==> config.mk <==
export PLATFORM = sky130hd
export DESIGN_NAME = spi_flash_reader
export DESIGN_NICKNAME = d
export VERILOG_FILES = /design/src/rtl/spi_flash_reader.sv
export SDC_FILE = /design/constraint.sdc
export NUM_CORES = 1
export LEC_CHECK = 0
export BUFFER_PORTS_ARGS = -buffer_cell sky130_fd_sc_hd__buf_2
export CAP_MARGIN = 10
export CORE_ASPECT_RATIO = 1.25
export CORE_MARGIN = 8
export CORE_UTILIZATION = 51
export DETAILED_ROUTE_END_ITERATION = 10
export PLACE_DENSITY = 0.71
export SLEW_MARGIN = 20
export SYNTH_ARGS = -nofsm -noshare
export SYNTH_HDL_FRONTEND = slang
export SYNTH_SLANG_ARGS = --single-unit
==> constraint.sdc <==
create_clock -name clk -period 3.5 [get_ports clk]
set_input_delay 0.7 -clock clk [delete_from_list [all_inputs] [get_ports clk]]
set_output_delay 0.7 -clock clk [all_outputs]
set_load 0.02 [all_outputs]
==> src/rtl/spi_flash_reader.sv <==
// spi_flash_reader
// SPI mode-0 initiator that fetches one 32-bit little-endian word per request
// from a serial NOR flash using the 0x03 READ command.
//
// Ports:
//   clk, rst              system clock, asynchronous active-high reset
//   req_valid/req_ready   request channel; req_addr is the flash byte address
//                         (bits [1:0] ignored)
//   rsp_valid/rsp_ready   response channel; rsp_data is the word read
//   sck, csn, mosi, miso  flash pins (sck idles low, csn active low)
//
// Parameters:
//   CLKDIV    SCK half-period in clk cycles (1..255)
//   CSN_HIGH  minimum csn-high cycles between transactions and after reset
module spi_flash_reader #(
    parameter int CLKDIV   = 1,
    parameter int CSN_HIGH = 2
) (
    input  logic        clk,
    input  logic        rst,
    input  logic        req_valid,
    output logic        req_ready,
    input  logic [23:0] req_addr,
    output logic        rsp_valid,
    input  logic        rsp_ready,
    output logic [31:0] rsp_data,
    output logic        sck,
    output logic        csn,
    output logic        mosi,
    input  logic        miso
);

    localparam int DW = (CLKDIV > 1) ? $clog2(CLKDIV) : 1;
    localparam int CW = $clog2(CSN_HIGH + 1);
    localparam logic [DW-1:0] DIV_RELOAD = DW'(CLKDIV - 1);
    localparam logic [CW-1:0] CS_LOAD    = CW'(CSN_HIGH);
    localparam logic [7:0]    CMD_READ   = 8'h03;

    typedef enum logic [1:0] {IDLE, SHIFT, RESP, DESELECT} state_t;

    state_t        state, state_nxt;
    logic [DW-1:0] div_cnt, div_cnt_nxt;
    logic [CW-1:0] cs_cnt, cs_cnt_nxt;
    logic [5:0]    bit_cnt, bit_cnt_nxt;
    logic [23:0]   addr_q, addr_nxt;
    logic [31:0]   rx_sr, rx_sr_nxt;
    logic [31:0]   cmd_word;
    logic          sck_nxt, csn_nxt, mosi_nxt, req_ready_nxt, rsp_valid_nxt;
    logic [31:0]   rsp_data_nxt;

    assign cmd_word = {CMD_READ, addr_q};

    // State and registered outputs
    always_ff @(posedge clk or posedge rst) begin
        if (rst) begin
            state     <= DESELECT;
            cs_cnt    <= CS_LOAD;
            div_cnt   <= '0;
            bit_cnt   <= '0;
            addr_q    <= '0;
            rx_sr     <= '0;
            sck       <= 1'b0;
            csn       <= 1'b1;
            mosi      <= 1'b0;
            req_ready <= 1'b0;
            rsp_valid <= 1'b0;
            rsp_data  <= '0;
        end else begin
            state     <= state_nxt;
            cs_cnt    <= cs_cnt_nxt;
            div_cnt   <= div_cnt_nxt;
            bit_cnt   <= bit_cnt_nxt;
            addr_q    <= addr_nxt;
            rx_sr     <= rx_sr_nxt;
            sck       <= sck_nxt;
            csn       <= csn_nxt;
            mosi      <= mosi_nxt;
            req_ready <= req_ready_nxt;
            rsp_valid <= rsp_valid_nxt;
            rsp_data  <= rsp_data_nxt;
        end
    end

    // Next state
    always_comb begin
        state_nxt = state;
        case (state)
            IDLE:     if (req_valid) state_nxt = SHIFT;
            SHIFT:    if (div_cnt == '0 && sck && bit_cnt == 6'd63) state_nxt = RESP;
            RESP:     if (rsp_ready) state_nxt = DESELECT;
            DESELECT: if (cs_cnt <= CW'(1)) state_nxt = IDLE;
            default:  state_nxt = DESELECT;
        endcase
    end

    // Output and datapath next values
    always_comb begin
        sck_nxt       = sck;
        csn_nxt       = csn;
        mosi_nxt      = mosi;
        req_ready_nxt = req_ready;
        rsp_valid_nxt = rsp_valid;
        rsp_data_nxt  = rsp_data;
        div_cnt_nxt   = div_cnt;
        cs_cnt_nxt    = cs_cnt;
        bit_cnt_nxt   = bit_cnt;
        addr_nxt      = addr_q;
        rx_sr_nxt     = rx_sr;
        case (state)
            IDLE: begin
                req_ready_nxt = 1'b1;
                if (req_valid) begin
                    req_ready_nxt = 1'b0;
                    csn_nxt       = 1'b0;
                    sck_nxt       = 1'b0;
                    mosi_nxt      = CMD_READ[7];
                    addr_nxt      = req_addr & ~24'h3;
                    bit_cnt_nxt   = '0;
                    div_cnt_nxt   = DIV_RELOAD;
                end
            end
            SHIFT: begin
                if (div_cnt == '0) begin
                    div_cnt_nxt = DIV_RELOAD;
                    if (!sck) begin
                        sck_nxt = 1'b1;
                        // bits 32..63 carry the data word
                        if (bit_cnt[5]) rx_sr_nxt = {rx_sr[30:0], miso};
                    end else begin
                        sck_nxt = 1'b0;
                        if (bit_cnt == 6'd63) begin
                            mosi_nxt      = 1'b0;
                            rsp_valid_nxt = 1'b1;
                            // bytes arrive first-to-last in rx_sr[31:24]..[7:0]
                            rsp_data_nxt  = {rx_sr[7:0], rx_sr[15:8],
                                             rx_sr[23:16], rx_sr[31:24]};
                        end else begin
                            bit_cnt_nxt = bit_cnt + 6'd1;
                            mosi_nxt    = bit_cnt_nxt[5] ? 1'b0
                                                         : cmd_word[~bit_cnt_nxt[4:0]];
                        end
                    end
                end else begin
                    div_cnt_nxt = div_cnt - 1'b1;
                end
            end
            RESP: begin
                if (rsp_ready) begin
                    rsp_valid_nxt = 1'b0;
                    csn_nxt       = 1'b1;
                    cs_cnt_nxt    = CS_LOAD;
                end
            end
            DESELECT: begin
                cs_cnt_nxt = cs_cnt - 1'b1;
                if (cs_cnt <= CW'(1)) req_ready_nxt = 1'b1;
            end
            default: ;
        endcase
    end

endmodule
==> results.toml <==
[status]
status = "finished, final reports clean"

[sta]
fin_crit_ps = 2210
max_slew_margin_pct = 37.6
final_min_period_over_clock_period_pct = 63.1
hold_viol_final = 0
final.setup_skew_ps = 18.5
setup_viol = 0
finalWorstSetupSlack_ps = 1290
fmax_ghz = 0.453
tightest_slew_ps = 933
setup_tns_ps = 0
slew_violations = 0
rsz0062_at_grt = "false"

[clocking]
cts.clk_slew.worst_paths_ps = 90
cts_root_buffer = "clkbuf_8"
clockBufferDepth = 2
cts_sinks = 101
cts_inserted_buffers = 9
cts_hold_buf = 0
h-tree-depth = 3
cts_resized = 0
clk_latency_ps = 360
cts_tree = "built"
post_cts_buffers = 0

[cells_and_area]
layoutNonFillerInstCount = 466
finalInstanceArea_sq_um = 4990
diodes = 0
drive_gt1_share_pct = 49.5
fillers = 703
areaGrowthSynthToFinish_pct = 12.8
nets = 397
fin_util_pct = 58.3

[yosys]
synthCells = 294
syn_avg_cell_area_sq_um = 15.0
syn_nets = 330
yosysMostFrequentCell = "dfrtp_1"
synth_seq_area_share_pct = 57.2
synth_top_area_cell = "dfrtp_1"
synth_edf_count = 0
syn_area_sq_um = 4420
synth_ff_type = "dfrtp_1"
ys_ff_latch = 101
ys_warn_count = 0
synth_common_cells = "97 x dfrtp_1, 58 x mux2_2, 30 x mux2_4"
ys_async_sr_fraction_pct = 100
synth_area_leaders = "dfrtp_1 55%, mux2_2 15%, mux2_4 10%"
synth_cell_types = 38
synth_top_cell_area_share_pct = 54.9

[route]
vias = 2482
ant_nets = 0
drc = 0
avgRoutedWirePerCell_microns = 15.7
dr.pass1.iters = 5
wl_mm = 7.33
drtIter0Drc = 59
viasPerCell = 5.33

[floorplanning]
core_area_sq_um = 8560
io_pins = 66
die_x_microns = 99.3
rows = 38
die-area_sq_um = 11900
dieHeight_microns = 120
start_util_pct = 51.7

[critical_path]
path_cells = "buf_4 -> ha_1 -> nand4_4 -> or2_2 -> buf_12 -> mux2_4"
worst_ep_arrival_time_ps = 2450
critPathBufInv = 2
critPathTopFamily = "simple AND/OR/NAND/NOR gates"
startpoint = "bit_cnt[0]"
crit_slowest_cell = "or2_2"
rr_startpoint = "bit_cnt[0]"
cp.required_ps = 3740
worstSetupEndpointType = "flip-flop"
crit_fanout = 24
cpPeakStageDelay_ps = 460
path_class = "flip-flop to flip-flop"
start_kind = "flip-flop"

[hold_path]
holdCritPathClass = "primary input to asynchronous set/reset pin"

[pwr]
ir_drop_uv = 183
p_leak_nw = 2.73
cellPowerDensity_nw_per_um2 = 379

[global_routing]
grt_pass1_vias = 2692
antenna_found_initial = 0
globalRouteMet1Util_pct = 14.0
met2_usage_pct = 22.5
busiest_layer = "met2"
track_usage_pct = 12.8
grt_max_degree = 59
grt_overflow = 0
grt_pass1_wl_mm = 12.4
use_met3_pct = 3.42

[placement]
dp_hpwl_mm = 5.17
place_area_sq_um = 4790
gp_congestion = 0.778
place_ws_ps = 1080
placed_cells = 449
port-buffer-count = 63

[job]
maxCapViolCount = 0
==> routing by layer <==
metal | share of wire [%] | up-vias
met3 | 4.4 | 12
met1 | 44 | 1237
met4 | 1.7 | 0
li1 | - | 1182
met5 | 0 | -
met2 | 50 | 51
==> power by group <==
part / internal [mW] / switching, mW
combinational: 0.0129 / 0.0265
clock: 0.273 / 0.411
sequential: 1.17 / 0.000419
==> final timing paths <==
| path | end | slack (ps) | cells past startpoint |
|---|---|---|---|
| worst max-delay path | rsp_data[5] | 1290 | 6 |
| min in group clk | rsp_data[9] | 510 | 1 |
| worst max register to register | rsp_data[5] | 1290 | 6 |
| max in group asynchronous | rsp_data[8] | 2250 | 3 |
| worst min register to register | rsp_data[9] | 510 | 1 |
| worst min-delay path | addr_q[19] | 450 | 2 |
==> state kept, by name, summed over array words and instances, names as in the netlist <==
| name | cells |
|---|---|
| mosi | 1 |
| rsp_data | 32 |
| state | 2 |
| cs_cnt | 2 |
| rx_sr | 32 |
| req_ready | 1 |
| rsp_valid | 1 |
| addr_q | 22 |
| csn | 1 |
| bit_cnt | 6 |
| sck | 1 |
==> worst register-to-register path: stages (launching register included) <==
cell,delay (ps)
dfrtp_1,330
buf_4,200
ha_1,390
nand4_4,160
or2_2,460
buf_12,250
mux2_4,310
==> kinds of logic after synthesis <==
kind of cell / share of synthesized area (%)
compound gates: 3.42
flops: 57.2
buf+inv: 3.00
simple gates: 5.03
mux: 28.1
fa+ha+maj: 1.98
xor+xnor: 1.19
==> through the flow <==
step / hold slack (ps) / power (mW)
2_1_floorplan: 463 / 1.21
3_3_place_gp: 482 / 1.23
3_5_place_dp: 490 / 1.23
4_1_cts: 455 / 1.92
5_1_grt: 494 / 1.96
6_report: 446 / 1.89
==> cells in the final DEF (no fill, tap or decap), types with 2 or more instances in the layout <==
cell	Yosys	final
mux4_1	3	3
mux2_2	58	58
nand2_1	15	15
xor2_1	5	5
a21oi_1	5	5
nand2b_1	4	4
nor3_1	2	2
a22o_1	2	2
nor3b_1	2	2
dfstp_2	4	4
mux2i_1	4	4
clkbuf_8	0	9
nand3_1	6	6
ha_1	7	7
inv_1	6	5
buf_4	2	4
dfrtp_1	97	97
o21ai_0	13	13
mux2_4	30	30
nor2_1	4	4
inv_6	0	2
clkinv_4	0	3
buf_2	1	63
==> area by class of cell <==
type,count,area [sq um],area share [%]
clock buffer,10,128,2.56
clock inverter,6,55.1,1.10
inverter,6,25.0,0.502
multi-input combinational,175,1760,35.3
sequential,101,2530,50.8
tap,100,125,2.51
timing repair buffer,68,365,7.32
Note: power is estimated with default switching activity, not from simulation.
